`src/rtl/pwm_fader_pkg.sv`:
```
// Shared types and constants for the PWM duty fader and its helpers.
// Contents: FSM state enum and the minimum effective step size.
package pwm_fader_pkg;

    typedef enum logic [1:0] {
        ST_IDLE = 2'd0,
        ST_UP   = 2'd1,
        ST_DOWN = 2'd2
    } fader_state_t;

    // A requested step of 0 is applied as this value.
    localparam int unsigned STEP_MIN = 1;

endpackage

```
`src/rtl/pwm_period_tick.sv`:
```
// Free-running PWM period counter; tick marks the last cycle of each period.
// Ports: clk, rst (sync, active-high), tick (high when counter is all ones).
module pwm_period_tick #(
    parameter int WIDTH = 8
) (
    input  logic clk,
    input  logic rst,
    output logic tick
);

    localparam logic [WIDTH-1:0] ONE = 1;

    logic [WIDTH-1:0] r_cnt;

    always_ff @(posedge clk) begin
        if (rst) begin
            r_cnt <= '0;
        end else begin
            r_cnt <= r_cnt + ONE;
        end
    end

    assign tick = &r_cnt;

endmodule

```
`src/rtl/pwm_fader.sv`:
```
// Duty-cycle sequencer: ramps duty toward a requested target by a clamped
// step once every (dwell+1) PWM periods, updating only at period boundaries.
// Ports: clk, rst (sync, active-high); tgt_valid/tgt_ready handshake with
// tgt_duty/tgt_step/tgt_dwell; duty, busy, done outputs.
// Optional macro PWM_FADER_ABORT_EN adds input abort (cancel ramp, hold duty).
module pwm_fader
    import pwm_fader_pkg::*;
#(
    parameter int WIDTH   = 8,
    parameter int STEP_W  = 4,
    parameter int DWELL_W = 8
) (
    input  logic               clk,
    input  logic               rst,
    input  logic               tgt_valid,
    output logic               tgt_ready,
    input  logic [WIDTH-1:0]   tgt_duty,
    input  logic [STEP_W-1:0]  tgt_step,
    input  logic [DWELL_W-1:0] tgt_dwell,
    output logic [WIDTH-1:0]   duty,
    output logic               busy,
    output logic               done
`ifdef PWM_FADER_ABORT_EN
    ,
    input  logic               abort
`endif
);

    localparam logic [DWELL_W-1:0] DWELL_ONE = 1;

    fader_state_t       r_state;
    logic [WIDTH-1:0]   r_duty;
    logic [WIDTH-1:0]   r_tgt;
    logic [STEP_W-1:0]  r_step;
    logic [DWELL_W-1:0] r_dwell;
    logic [DWELL_W-1:0] r_dwell_cnt;
    logic               r_done;

    logic               w_tick;
    logic               w_busy;
    logic               w_accept;
    logic               w_abort;
    logic               w_dwell_hit;
    logic               w_reach;
    logic [WIDTH:0]     w_step_x;
    logic [WIDTH:0]     w_gap;
    logic [WIDTH:0]     w_next;
    logic [WIDTH-1:0]   w_duty_nxt;

    pwm_period_tick #(
        .WIDTH(WIDTH)
    ) u_tick (
        .clk (clk),
        .rst (rst),
        .tick(w_tick)
    );

    assign w_busy      = (r_state != ST_IDLE);
    assign tgt_ready   = (r_state == ST_IDLE) & ~rst;
    assign w_accept    = tgt_valid & tgt_ready;
    assign w_dwell_hit = (r_dwell_cnt == r_dwell);

`ifdef PWM_FADER_ABORT_EN
    assign w_abort = abort & w_busy;
`else
    assign w_abort = 1'b0;
`endif

    assign w_step_x = (r_step == '0) ? (WIDTH+1)'(STEP_MIN)
                                     : (WIDTH+1)'(r_step);

    // One extra bit keeps the distance and the unclamped sum exact, so the
    // clamp test never sees a wrapped value.
    always_comb begin
        w_gap  = '0;
        w_next = '0;
        if (r_state == ST_UP) begin
            w_gap  = {1'b0, r_tgt} - {1'b0, r_duty};
            w_next = {1'b0, r_duty} + w_step_x;
        end else begin
            w_gap  = {1'b0, r_duty} - {1'b0, r_tgt};
            w_next = {1'b0, r_duty} - w_step_x;
        end
        w_reach    = (w_gap <= w_step_x);
        w_duty_nxt = w_reach ? r_tgt : w_next[WIDTH-1:0];
    end

    always_ff @(posedge clk) begin
        if (rst) begin
            r_state     <= ST_IDLE;
            r_duty      <= '0;
            r_tgt       <= '0;
            r_step      <= '0;
            r_dwell     <= '0;
            r_dwell_cnt <= '0;
            r_done      <= 1'b0;
        end else begin
            r_done <= 1'b0;
            if (w_accept) begin
                r_tgt       <= tgt_duty;
                r_step      <= tgt_step;
                r_dwell     <= tgt_dwell;
                r_dwell_cnt <= '0;
                if (tgt_duty > r_duty) begin
                    r_state <= ST_UP;
                end else if (tgt_duty < r_duty) begin
                    r_state <= ST_DOWN;
                end else begin
                    r_done <= 1'b1;
                end
            end else if (w_abort) begin
                // Abort beats a coincident tick: duty is left untouched.
                r_state <= ST_IDLE;
            end else if (w_busy && w_tick) begin
                // Written on the last cycle of a period, so the new duty
                // takes effect exactly when the PWM counter restarts.
                if (w_dwell_hit) begin
                    r_dwell_cnt <= '0;
                    r_duty      <= w_duty_nxt;
                    if (w_reach) begin
                        r_state <= ST_IDLE;
                        r_done  <= 1'b1;
                    end
                end else begin
                    r_dwell_cnt <= r_dwell_cnt + DWELL_ONE;
                end
            end
        end
    end

    assign duty = r_duty;
    assign busy = w_busy;
    assign done = r_done;

endmodule
```
`config.mk`:
```
export PLATFORM = sky130hd
export DESIGN_NAME = pwm_fader
export DESIGN_NICKNAME = d
export VERILOG_FILES = /design/src/rtl/pwm_fader_pkg.sv /design/src/rtl/pwm_period_tick.sv /design/src/rtl/pwm_fader.sv
export SDC_FILE = /design/constraint.sdc
export NUM_CORES = 1
export LEC_CHECK = 0
export ABC_AREA = 1
export CAP_MARGIN = 20
export CORE_UTILIZATION = 45
export CTS_BUF_LIST = sky130_fd_sc_hd__clkbuf_16
export CTS_CLUSTER_SIZE = 40
export DETAILED_ROUTE_END_ITERATION = 12
export PLACE_DENSITY = 0.72
export SYNTH_ARGS = -nofsm -noshare
export SYNTH_HDL_FRONTEND = slang
export SYNTH_SLANG_ARGS = --single-unit
```
`constraint.sdc`:
```
create_clock -name clk -period 3.25 [get_ports clk]
set_input_delay 0.65 -clock clk [delete_from_list [all_inputs] [get_ports clk]]
set_output_delay 0.65 -clock clk [all_outputs]
set_load 0.03 [all_outputs]
```
# After elaboration in Yosys (flattened, before gate mapping)
# Cells that the tools add are included.
totals:
  regBits: 47
  in_bits: 23
  out_inout_bits: 11
  word_cells: 52
op_classes:
  n_addsub: 6
  magnitude_cmp: 3
  eq_ne: 3
  mux: 17
  n_bitwise: 4
  n_reduce_logical: 11
ops:
  columns: ["op", "count"]
  rows:
  - ["2-to-1 mux 8 bit", 3]
  - ["subtractor 8 x 8 -> 9 bit", 2]
  - ["adder 8 x 1 -> 8 bit, second input constant", 2]
  - ["2-to-1 mux 2 bit", 6]
  - ["<= comparator 9 x 4 -> 1 bit", 1]
  - ["2-to-1 mux 9 bit", 1]
  - ["adder 8 x 4 -> 8 bit", 1]
  - ["equality test 8 bit", 1]
  - ["> comparator 8 bit", 1]
  - ["< comparator 8 bit", 1]
  - ["AND reduction 8 bit", 1]
  - ["nonzero test 2 bit", 4]
  - ["subtractor 8 x 4 -> 8 bit", 1]
  - ["2-to-1 mux 1 bit", 6]
  - ["zero test 4 bit", 1]
  - ["2-to-1 mux 4 bit", 1]
  - ["AND reduction 4 bit", 1]
  - ["!= test 3 x 1 -> 1 bit, second input constant", 1]
  - ["AND reduction 3 bit", 1]
  - ["bitwise AND 1 bit", 2]
  - ["equality test 2 x 1 -> 1 bit, second input constant", 1]
  - ["zero test 2 bit", 1]
  - ["inverter 1 bit", 2]
  - ["OR reduction 2 bit", 1]
  - ["logical AND 1 bit", 1]

# Logic depth before layout (Yosys ltp)
# Gate-level depths: netlist (run 1).
depth:
  depth_word: 7
  mapped_depth: 24
  depth_no_buf: 24

# By module
# From an unflattened synthesis (run 1), not the netlist that was laid out.
hier_totals:
  cells_unflattened: 521
  area_unflattened_um2: 3463.3
by_module_without_submodules:
  columns: ["module", "instances", "cells_each", "area_each_um2", "seq_area_each_um2"]
  rows:
  - ["pwm_fader", 1, 473, 3115.5, 780.7]
  - ["pwm_period_tick", 1, 48, 347.8, 160.2]

# Worst setup path before layout (run 1)
# Ideal clock, no wire load.
synth_timing:
  path_kind: "reg-to-reg"
  from: "reg r_duty[0], in the netlist duty[0]"
  to: "reg r_duty[1], in the netlist duty[1]"
  arrival_ns: 2.910
  required_ns: 3.141
  setup_slack_ns: 0.231
  stages_incl_launch_ff: 24
  period_less_slack_ns: 3.019
  cell_sequence: "dfxtp_1 > inv_1 > ha_1 > fa_1 > nand2_1 > o21ai_0 > xor2_1 > inv_1 > ha_1 > nand2_1 > inv_1 > nand2_1 > nand2_1 > nand2_1 > nand2_1 > nor2_1 > nand2_1 > nor2_4 > nand3_4 > buf_6 > a21oi_1 > o21ai_1 > nand2_1 > inv_1"
synth_between:
  elab_chain_cells: 4
  elab_cells_between_ends: 8
synth_lines:
  columns: ["item", "line_no", "source"]
  rows:
  - ["from (decl)", "pwm_fader.sv:32", "logic [WIDTH-1:0] r_duty;"]
  - ["from (signal assigned)", "pwm_fader.sv:119", "r_duty <= w_duty_nxt;"]
  - ["subtractor 8 x 8 -> 9 bit, on equally long branches", "pwm_fader.sv:81, pwm_fader.sv:78", null]
  - ["2-to-1 mux 9 bit", "pwm_fader.sv:77", "if (r_state == ST_UP) begin"]
  - ["<= comparator 9 x 4 -> 1 bit", "pwm_fader.sv:84", "w_reach = (w_gap <= w_step_x);"]
  - ["2-to-1 mux 8 bit *", "pwm_fader.sv:85", "w_duty_nxt = w_reach ? r_tgt : w_next[WIDTH-1:0];"]
# Every way passes the cells marked *; elsewhere a longest branch is shown, timed or not.
# A chain may end at the register's enable or synchronous reset.

# Worst setup path in the final report (run 1)
layout_timing:
  from: "reg r_duty[1], in the netlist duty[1]"
  to: "reg r_duty[3], in the netlist duty[3]"
# The elaborated chain is that of the path after synthesis.

==> summary.txt, run 1 <==
Floorplan
  – Core area: 7250 µm²
  – I/O pin count: 34
  – Die height: 88.6 µm
  – # rows: 31
  – Die area: 7860 µm²
  – Die Width: 88.6 µm
  – Initial Util: 0.466

Yosys
  – Syn Nets: 543
  – Syn avg cell area: 7.09 µm²
  – Mapped Area: 3380 µm²
  – Post-Synthesis Cells: 476
  – Synth top area share: 0.279
  – Main synth FF type: dfxtp_1
  – Synth Area in Simple Gates: 0.258
  – Yosys cell types: 39
  – Synth Register Bits: 47
  – Post-synthesis adder-cell area fraction: 0.170
  – Commonest cells post-synth: 111 x nand2_1, 72 x inv_1, 47 x dfxtp_1, 41 x ha_1, 37 x a21oi_1
  – Yosys top cell by area: dfxtp_1
  – Most frequent cell after synthesis: nand2_1
  – Mux contribution to synthesized area: 0.00296
  – Register area share after synthesis: 0.279
  – Fraction of registers with async set/reset: 0
  – Ys Warns: 0
  – Xor and xnor area share after synthesis: 0.0519
  – Main combinational cell family by area after synthesis: simple AND/OR/NAND/NOR gates
  – Largest cells by area after synthesis: dfxtp_1 28%, ha_1 15%, nand2_1 12%
  – Synth Area in Compound Gates: 0.139
  – Post-synth EDFFs: 0

Worst setup path
  – Critical path's largest stage delay: 0.40 ns
  – Critical Path Slowest Stage Cell: dfxtp_4
  – Critical path startpoint category: register
  – Crit-path most repeated cell: nand2_1
  – CP top delay family: simple AND/OR/NAND/NOR gates
  – Max FO, Critical Path: 6
  – CP endpoint kind: register
  – Req. time, crit path: 3.44 ns
  – CP Cell Sequence: inv_1 -> ha_1 -> nand3_1 -> nand2_1 -> nand2_1 -> nand2_1 -> xor2_1 -> ha_1 -> nand2_1 -> inv_1 -> nand2_1 -> nand2_1 -> nand2_1 -> nand2_1 -> nor2_1 -> nand2_1 -> nor2_4 -> nand3_4 -> o21ai_0 -> nand2_1 -> nand2_1 -> inv_1
  – Critical path buffer and inverter count: 3
  – WP data arrival: 3.21 ns
  – Setup CP Type: reg2reg

Power and ir drop
  – VDD IR-drop max: 0.232 mV
  – P_leak: 1.94 nW
  – Pwr per Cell Area: 408 nW/µm²
  – Final Total Pwr: 1.66 mW

Timing
  – Period utilization: 0.930
  – Final setup viols: 0
  – Setup TNS: 0 ns
  – Slew headroom: 0.572
  – Fmax: 331 MHz
  – Post-route setup slack: 0.229 ns
  – Skew final: 0.00498 ns
  – Minimum clock period: 3.02 ns
  – Worst-margin pin slew: 0.640 ns
  – Fin. Hold Viols: 0
  – Slew Viols, Final: 0
  – WHS: 0.453 ns
  – RSZ-0062 raised after global routing: no

Finish
  – # diodes: 0
  – Final nets: 581
  – Area delta synth->final: 20.2%
  – Post-route cell area: 4060 µm²
  – Final non-filler cell total: 614
  – Share of cells above drive strength 1: 0.0680
  – Final core utilization: 0.559

Global routing
  – Tot GR Track Use: 0.224
  – Pin count of the biggest net entering global routing: 18
  – Antenna violations before repair: 0
  – Total congestion overflow: 0
  – First-pass GRT wire length: 13.5 mm
  – Number of global-route vias before repair: 3069

Route
  – Routed WL: 8.29 mm
  – Vias per std cell: 5.20
  – DRC: 0
  – Starting DRT DRC Count: 173
  – Post-DRT Antenna Nets: 0
  – TritonRoute pass-1 iters: 6
  – DR vias: 3191
  – Routed wire per std cell: 13.5 µm

Place
  – Buffers on Ports: 33
  – Post-Place Cells: 602
  – DP HPWL: 6.31 mm
  – Pre-CTS setup slack: 0.0899 ns
  – DP Area: 3810 µm²
  – RePlAce Congestion: 0.868

Clocking
  – Skew-Pair Late Insertion Delay: 0.29 ns
  – CTS root buf: clkbuf_16
  – Longest Clk Path Bufs: 2
  – CTS tree: done
  – Number of buffers created by CTS: 5
  – Worst-path clk slew: 0.06 ns
  – CTS Sinks: 47
  – H-tree levels: 2

Job
  – Max Cap Viol: 0

Outcome
  – Status: completed

Hold path
  – HP Class: reg2reg
[timing repair]
item	CTS	global route
hold buffers	0	0
resized for setup	0	17
setup buffers	0	2
setup endpoints to repair	0	11
[registers in the layout, summed over array words and instances (netlist names)]
name,flops
done,1
duty,8
r_dwell,8
r_dwell_cnt,8
r_state,2
r_step,4
r_tgt,8
u_tick.r_cnt,8
[per-layer routing]
layer / track usage / routed length (µm) / vias to the layer above
li1: - / - / 1623
met1: 0.264 / 3610 / 1447
met2: 0.403 / 4050 / 99
met3: 0.0382 / 407 / 22
met4: 0.0880 / 231 / 0
met5: 0 / 0 / -
[power by group]
group / leakage [nW] / internal, mW / switching [mW]
Sequential: 0.385 / 0.601 / 0.0193
Clock: 0.0812 / 0.359 / 0.213
Combinational: 1.47 / 0.181 / 0.282
Total: 1.94 / 1.14 / 0.515
[worst paths after layout]
path	from	endpoint	slack, ns	cells past startpoint
worst max register to register	duty[1]	duty[3]	0.23	22
worst min register to register	u_tick.r_cnt[0]	u_tick.r_cnt[0]	0.45	1
worst min-delay path	u_tick.r_cnt[0]	u_tick.r_cnt[0]	0.45	1
worst max-delay path	duty[1]	duty[3]	0.23	22
[cells by family after synthesis]
| kind of cell | after synthesis |
|---|---|
| adder cells (fa/ha/maj) | 44 |
| AND/OR/NAND/NOR | 197 |
| AO/OA/AOI/OAI | 82 |
| flip-flops | 47 |
| multiplexers | 1 |
| buffers and inverters | 85 |
| XOR/XNOR | 20 |
[layout make-up]
cell class / instances / area, µm²
fillers: 704 / 3200
multi-input cells: 346 / 2160
flip-flops and latches: 47 / 950
repair buffers: 40 / 383
inverters: 74 / 278
clock buffers: 5 / 125
well taps: 99 / 124
clock inverters: 3 / 38.8
[placed cells by master, fill, tap and decap left out, drive strengths merged, types with 9 or more instances in the layout]
cell,synthesis,layout
dfxtp,47,47
a21oi,37,37
clkdlybuf4s50,0,33
nor2,36,36
inv,74,74
xor2,16,16
nand2,112,112
a22o,9,9
ha,41,41
o21ai,27,27
nand3,30,32
Note: power is estimated with default switching activity, not from simulation.
==> inputs of run 2 (changes only) <==
--- a/config.mk
+++ b/config.mk
@@ -6,12 +6,13 @@
 export NUM_CORES = 1
 export LEC_CHECK = 0
 export ABC_AREA = 1
-export CAP_MARGIN = 20
+export CAP_MARGIN = 0
 export CORE_UTILIZATION = 45
 export CTS_BUF_LIST = sky130_fd_sc_hd__clkbuf_16
 export CTS_CLUSTER_SIZE = 40
 export DETAILED_ROUTE_END_ITERATION = 12
-export PLACE_DENSITY = 0.72
+export DONT_BUFFER_PORTS = 1
+export PLACE_DENSITY = 0.67
 export SYNTH_ARGS = -nofsm -noshare
 export SYNTH_HDL_FRONTEND = slang
 export SYNTH_SLANG_ARGS = --single-unit
==> run 2 against run 1 <==
Compared with the run above: hold slack got worse by 0.025 ns; largest power group unchanged; critical path depth unchanged; critical path type unchanged; worst setup slack improved by 0.0013 ns; critical endpoint is now duty[0].
==> summary.txt, run 2 (synthesized netlist as in run 1, its figures left out) <==
Power and ir drop
  – Comb pwr share: 0.271 (-0.009)
  – P_leak: 1.82 nW (-5.8%)
  – Sequential Power Share: 0.407 (+0.032)
  – Sw frac: 0.325 (+0.0146)
  – P_int: 1.03 mW (-9.9%)
  – Clock power frac: 0.322 (-0.023)
  – Pwr per Cell Area: 408 nW/µm² (about the same)
  – Switching power: 496 µW (-3.6%)
  – VDD IR-drop max: 0.299 mV (+29%)

Finish
  – Area delta synth->final: 10.7%
  – Final nets: 553 (-4.8%)
  – Final non-filler cell total: 586 (-4.6%)
  – Commonest non-fill, non-tap cell in the layout: nand2_1
  – # diodes: 0 (unchanged)
  – Post-route cell area: 3740 µm² (-7.9%)
  – Most frequent cells in the layout: 111 x nand2_1, 71 x inv_1, 44 x dfxtp_1
  – Final core utilization: 0.515 (-0.0442)
  – Share of cells above drive strength 1: 0.0821 (+0.0142)

Timing
  – Fin. Hold Viols: 0 (unchanged)
  – Setup TNS: 0 ns (unchanged)
  – Slew Viols, Final: 0 (unchanged)
  – Minimum clock period: 3.02 ns (-0.00128 ns)
  – Final setup viols: 0 (unchanged)
  – Slew headroom: 0.465 (-0.108)
  – Period utilization: 0.929 (about the same)
  – Worst-margin pin slew: 0.800 ns (+0.160 ns)
  – WHS: 0.428 ns (-0.0255 ns)
  – Skew final: 0.00584 ns (+0.000861 ns)
  – Fmax: 331 MHz (about the same)

Worst setup path
  – Critical path buffer and inverter count: 3 (unchanged)
  – Req. time, crit path: 3.44 ns (about the same)
  – Critical path's largest stage delay: 0.40 ns (about the same)
  – Crit-path most repeated cell: nand2_1
  – Critical path startpoint category: register
  – FF-to-FF setup slack: 0.23 ns (about the same)
  – Critical Path Slowest Stage Cell: ha_1
  – CP endpoint kind: register
  – Setup CP Type: reg2reg
  – WP data arrival: 3.21 ns (about the same)
  – R2r endpoint: duty[0]
  – CP top delay family: simple AND/OR/NAND/NOR gates
  – Reg-to-Reg Start: duty[2]
  – CP Cell Sequence: inv_1 -> ha_1 -> a21oi_1 -> nand2_1 -> nand2_1 -> nand2_1 -> xor2_1 -> ha_1 -> nand2_1 -> inv_1 -> nand2_1 -> nand2_1 -> nand2_1 -> nand2_1 -> nor2_2 -> nand2_1 -> nor2_4 -> nand3_4 -> a21oi_2 -> o21ai_1 -> nand2_1 -> inv_1
  – Max FO, Critical Path: 7 (+1)
  – R2R depth: 22 (unchanged)
  – WP depth: 22 (unchanged)

Place
  – DP HPWL: 6.06 mm (-3.9%)
  – RePlAce Congestion: 0.894 (+3.0%)
  – Buffers on Ports: 0 (-100%)
  – DP Area: 3520 µm² (-7.7%)
  – Post-Place Cells: 574 (-4.7%)

Floorplan
  – # rows: 31 (unchanged)
  – Die area: 7860 µm² (unchanged)
  – Initial Util: 0.466 (unchanged)
  – Die Width: 88.6 µm (unchanged)
  – Core area: 7250 µm² (unchanged)
  – I/O pin count: 34 (unchanged)
  – Die height: 88.6 µm (unchanged)

Clocking
  – Number of buffers created by CTS: 5 (unchanged)
  – H-tree levels: 2 (unchanged)
  – CTS Sinks: 47 (unchanged)
  – Longest Clk Path Bufs: 2 (unchanged)
  – Skew-Pair Late Insertion Delay: 0.28 ns (about the same)
  – CTS tree: done
  – Worst-path clk slew: 0.06 ns (about the same)
  – Hold_buf cts: 0 (unchanged)
  – CTS root buf: clkbuf_16

Route
  – TritonRoute pass-1 iters: 4 (-2)
  – Routed wire per std cell: 13.6 µm (+0.76%)
  – DR vias: 3006 (-5.8%)
  – Post-DRT Antenna Nets: 0 (unchanged)
  – Vias per std cell: 5.13 (-1.3%)
  – Starting DRT DRC Count: 191 (+10%)
  – Routed WL: 7.98 mm (-3.8%)
  – DRC: 0 (unchanged)

Job
  – Max Cap Viol: 0 (unchanged)

Hold path
  – Hold path cells: 1 (unchanged)
  – HP Class: in2reg
  – Hold wc startpoint: rst
  – Worst Hold End: u_tick.r_cnt[0]

Outcome
  – Status: completed

Global routing
  – Antenna violations before repair: 0 (unchanged)
  – Pin count of the biggest net entering global routing: 25 (+7)
  – Tot GR Track Use: 0.212 (-0.0123)
  – First-pass GRT wire length: 12.7 mm (-6.1%)
  – Total congestion overflow: 0 (unchanged)
  – Number of global-route vias before repair: 2771 (-9.7%)
run 2: worst max-delay path by stage:
stage	from	to	slack, ns
global route	duty[2]	duty[0]	-0.03
CTS	duty[0]	duty[3]	0.17
global placement	r_tgt[0]	duty[6]	0.28
floorplan	duty[0]	duty[1]	0.23
detailed placement	duty[0]	duty[3]	0.18
finish	duty[2]	duty[0]	0.23
run 2: worst reg2reg max path: cells and delay by family, from the launching register on:
kind	cells	cell delay, ns
flip-flops	1	0.33
adder cells (fa/ha/maj)	2	0.69
AO/OA/AOI/OAI	3	0.41
buffers and inverters	3	0.14
XOR/XNOR	1	0.15
AND/OR/NAND/NOR	13	1.19
run 2: power groups by stage:
stage	Clock, mW	Sequential (mW)	Combinational (mW)
finish	0.491	0.621	0.413
floorplan	0	0.629	0.319
global route	0.522	0.624	0.474
detailed placement	0	0.634	0.389
global placement	0	0.634	0.378
CTS	0.497	0.621	0.391
run 2: metal layers:
metal / up-vias / wire (µm) / track usage
met5: - / 0 / 0
met3: 8 / 328 / 0.0317
li1: 1570 / - / -
met1: 1368 / 3630 / 0.262
met2: 60 / 3960 / 0.389
met4: 0 / 65 / 0.0411
run 2: layout make-up:
| class | count | area, µm² |
|---|---|---|
| Fill cell | 739 | 3520 |
| Multi-Input combinational cell | 346 | 2160 |
| Sequential cell | 47 | 947 |
| Inverter | 74 | 278 |
| Clock buffer | 5 | 125 |
| Tap cell | 99 | 124 |
| Timing Repair Buffer | 12 | 90.1 |
| Clock inverter | 3 | 15.0 |
run 2: timing repair:
action | 4_1_cts | 5_1_grt
gates resized for setup | 0 | 15
endpoints found under the setup margin | 0 | 11
buffers inserted | 0 | 2
run 2: metrics by stage:
| step | worst slack [ns] | total power, mW |
|---|---|---|
| after floorplan | 0.231 | 0.948 |
| after global placement | 0.285 | 1.01 |
| after detailed placement | 0.179 | 1.02 |
| after CTS | 0.171 | 1.51 |
| after global routing | -0.0268 | 1.62 |
| final | 0.230 | 1.52 |
==> inputs of run 3 (changes only) <==
--- a/config.mk
+++ b/config.mk
@@ -11,8 +11,9 @@
 export CTS_BUF_LIST = sky130_fd_sc_hd__clkbuf_16
 export CTS_CLUSTER_SIZE = 40
 export DETAILED_ROUTE_END_ITERATION = 12
-export DONT_BUFFER_PORTS = 1
-export PLACE_DENSITY = 0.67
+export PLACE_DENSITY = 0.72
+export REMOVE_ABC_BUFFERS = 1
+export SLEW_MARGIN = 10
 export SYNTH_ARGS = -nofsm -noshare
 export SYNTH_HDL_FRONTEND = slang
 export SYNTH_SLANG_ARGS = --single-unit
==> run 3 against run 2 <==
Compared with the run above: worst setup slack worse by 0.048 ns; clock skew is 0.0036 ns higher; cell count increased by 4.1%; combinational power rose by 11%; die area unchanged; non-clock buffer count grew 26; total power grew 2.4%; critical path type unchanged.
==> summary.txt, run 3 (synthesized netlist as in run 1, its figures left out) <==
Outcome
  – Status: completed

Global routing
  – Total congestion overflow: 0 (unchanged)
  – Pin count of the biggest net entering global routing: 25 (unchanged)
  – First-pass GRT wire length: 13.6 mm (+7.1%)
  – Tot GR Track Use: 0.225 (+0.0131)
  – Number of global-route vias before repair: 3072 (+11%)
  – Antenna violations before repair: 0 (unchanged)

Worst setup path
  – Setup CP Type: reg2reg
  – Max FO, Critical Path: 6 (-1)
  – CP endpoint kind: register
  – WP data arrival: 3.24 ns (+0.03 ns)
  – Req. time, crit path: 3.43 ns (about the same)
  – Critical path startpoint category: register

Route
  – DR vias: 3156 (+5.0%)
  – TritonRoute pass-1 iters: 4 (unchanged)
  – DRC: 0 (unchanged)
  – Routed wire per std cell: 13.7 µm (+0.63%)
  – Vias per std cell: 5.17 (+0.86%)
  – Routed WL: 8.36 mm (+4.8%)
  – Post-DRT Antenna Nets: 0 (unchanged)
  – Starting DRT DRC Count: 182 (-4.7%)

Clocking
  – CTS tree: done
  – CTS Sinks: 47 (unchanged)
  – Skew-Pair Late Insertion Delay: 0.29 ns (about the same)
  – Number of buffers created by CTS: 5 (unchanged)
  – H-tree levels: 2 (unchanged)
  – Worst-path clk slew: 0.06 ns (about the same)
  – CTS root buf: clkbuf_16
  – Longest Clk Path Bufs: 2 (unchanged)
  – Hold_buf cts: 0 (unchanged)

Timing
  – Minimum clock period: 3.07 ns (+0.0483 ns)
  – WHS: 0.452 ns (+0.0244 ns)
  – RSZ-0062 raised after global routing: no
  – Fmax: 326 MHz (-1.6%)
  – Period utilization: 0.944 (+0.0149)
  – Slew Viols, Final: 0 (unchanged)
  – Skew final: 0.00947 ns (+0.00363 ns)
  – Fin. Hold Viols: 0 (unchanged)
  – Slew headroom: 0.509 (+0.0443)
  – Final setup viols: 0 (unchanged)
  – Setup TNS: 0 ns (unchanged)
  – Worst-margin pin slew: 0.734 ns (-0.0662 ns)

Floorplan
  – I/O pin count: 34 (unchanged)
  – Die area: 7860 µm² (unchanged)
  – Core area: 7250 µm² (unchanged)
  – Die Width: 88.6 µm (unchanged)
  – # rows: 31 (unchanged)
  – Die height: 88.6 µm (unchanged)
  – Initial Util: 0.466 (unchanged)

Place
  – RePlAce Congestion: 0.936 (+4.7%)
  – DP Area: 3800 µm² (+7.9%)
  – Post-Place Cells: 600 (+4.5%)
  – DP HPWL: 6.32 mm (+4.3%)
  – Buffers on Ports: 33 (+33)

Power and ir drop
  – P_leak: 1.92 nW (+5.1%)
  – VDD IR-drop max: 0.337 mV (+13%)
  – Pwr per Cell Area: 391 nW/µm² (-4.3%)

Hold path
  – HP Class: reg2reg

Finish
  – Fillers: 696 (-5.8%)
  – Commonest non-fill, non-tap cell in the layout: nand2_1
  – Share of cells above drive strength 1: 0.0548 (-0.0273)
  – Most frequent cells in the layout: 111 x nand2_1, 73 x inv_1, 44 x dfxtp_1
  – # diodes: 0 (unchanged)
  – Area delta synth->final: 18.3%
  – Final nets: 579 (+4.7%)
  – Final non-filler cell total: 610 (+4.1%)
  – Post-route cell area: 4000 µm² (+6.9%)
  – Final core utilization: 0.551 (+0.0357)

Job
  – Max Cap Viol: 0 (unchanged)
## run 3: cell count changes in the layout (fill, tap and decap cells not counted), sizes merged
cell / delta
buf: -7
inv: +1
clkinv: -2
clkdlybuf4s50: +33
clkinvlp: -1
## run 3: worst paths after layout
check	end	start	slack [ns]	cells after the start
setup / recovery	duty[5]	duty[0]	0.18	22
hold / removal	u_tick.r_cnt[0]	u_tick.r_cnt[0]	0.45	1
setup reg to reg	duty[5]	duty[0]	0.18	22
hold reg to reg	u_tick.r_cnt[0]	u_tick.r_cnt[0]	0.45	1
## run 3: stage by stage
step           worst slack (ns)  power [mW]
3_5_place_dp             0.0808        1.07
4_1_cts                  0.0729        1.54
3_3_place_gp              0.158        1.05
6_report                  0.182        1.56
2_1_floorplan             0.268       0.941
5_1_grt                 0.00484        1.66
## run 3: report_power, final
group	switching [mW]	internal (mW)	total, mW
sequential	0.0196	0.601	0.621
clock	0.206	0.274	0.480
combinational	0.283	0.178	0.460
## run 3: timing repair
item	CTS	global route
endpoints found under the setup margin	0	11
gates resized for setup	0	12
setup buffers	0	2
## run 3: worst max-delay path: stages (launching register included)
cell and delay, ns:
dfxtp_4 0.38, inv_1 0.08, ha_1 0.21, fa_2 0.35
nand2_1 0.07, o21ai_0 0.12, xor2_1 0.19, inv_1 0.07
ha_1 0.27, nand2_1 0.07, inv_1 0.04, nand2_1 0.06
nand2_1 0.04, nand2_1 0.06, nand2_1 0.05, nor2_1 0.07
nand2_1 0.09, nor2_4 0.23, nand3_4 0.14, nand2_1 0.08
o21ai_1 0.06, o21ai_0 0.14, inv_1 0.06
## run 3: final cells by class
cell class	instances	area, µm²	area share
repair buffers	38	368	0.0920
well taps	99	124	0.0310
inverters	74	278	0.0695
clock buffers	5	125	0.0313
clock inverters	1	3.75	0.000939
flip-flops and latches	47	950	0.238
multi-input cells	346	2150	0.538
## run 3: per-layer routing
layer	global-route usage	vias to the layer above	wire, µm
met3	0.0299	19	253
met5	0	-	0
met4	0.103	0	223
met1	0.268	1455	3730
met2	0.401	62	4150
li1	-	1620	-
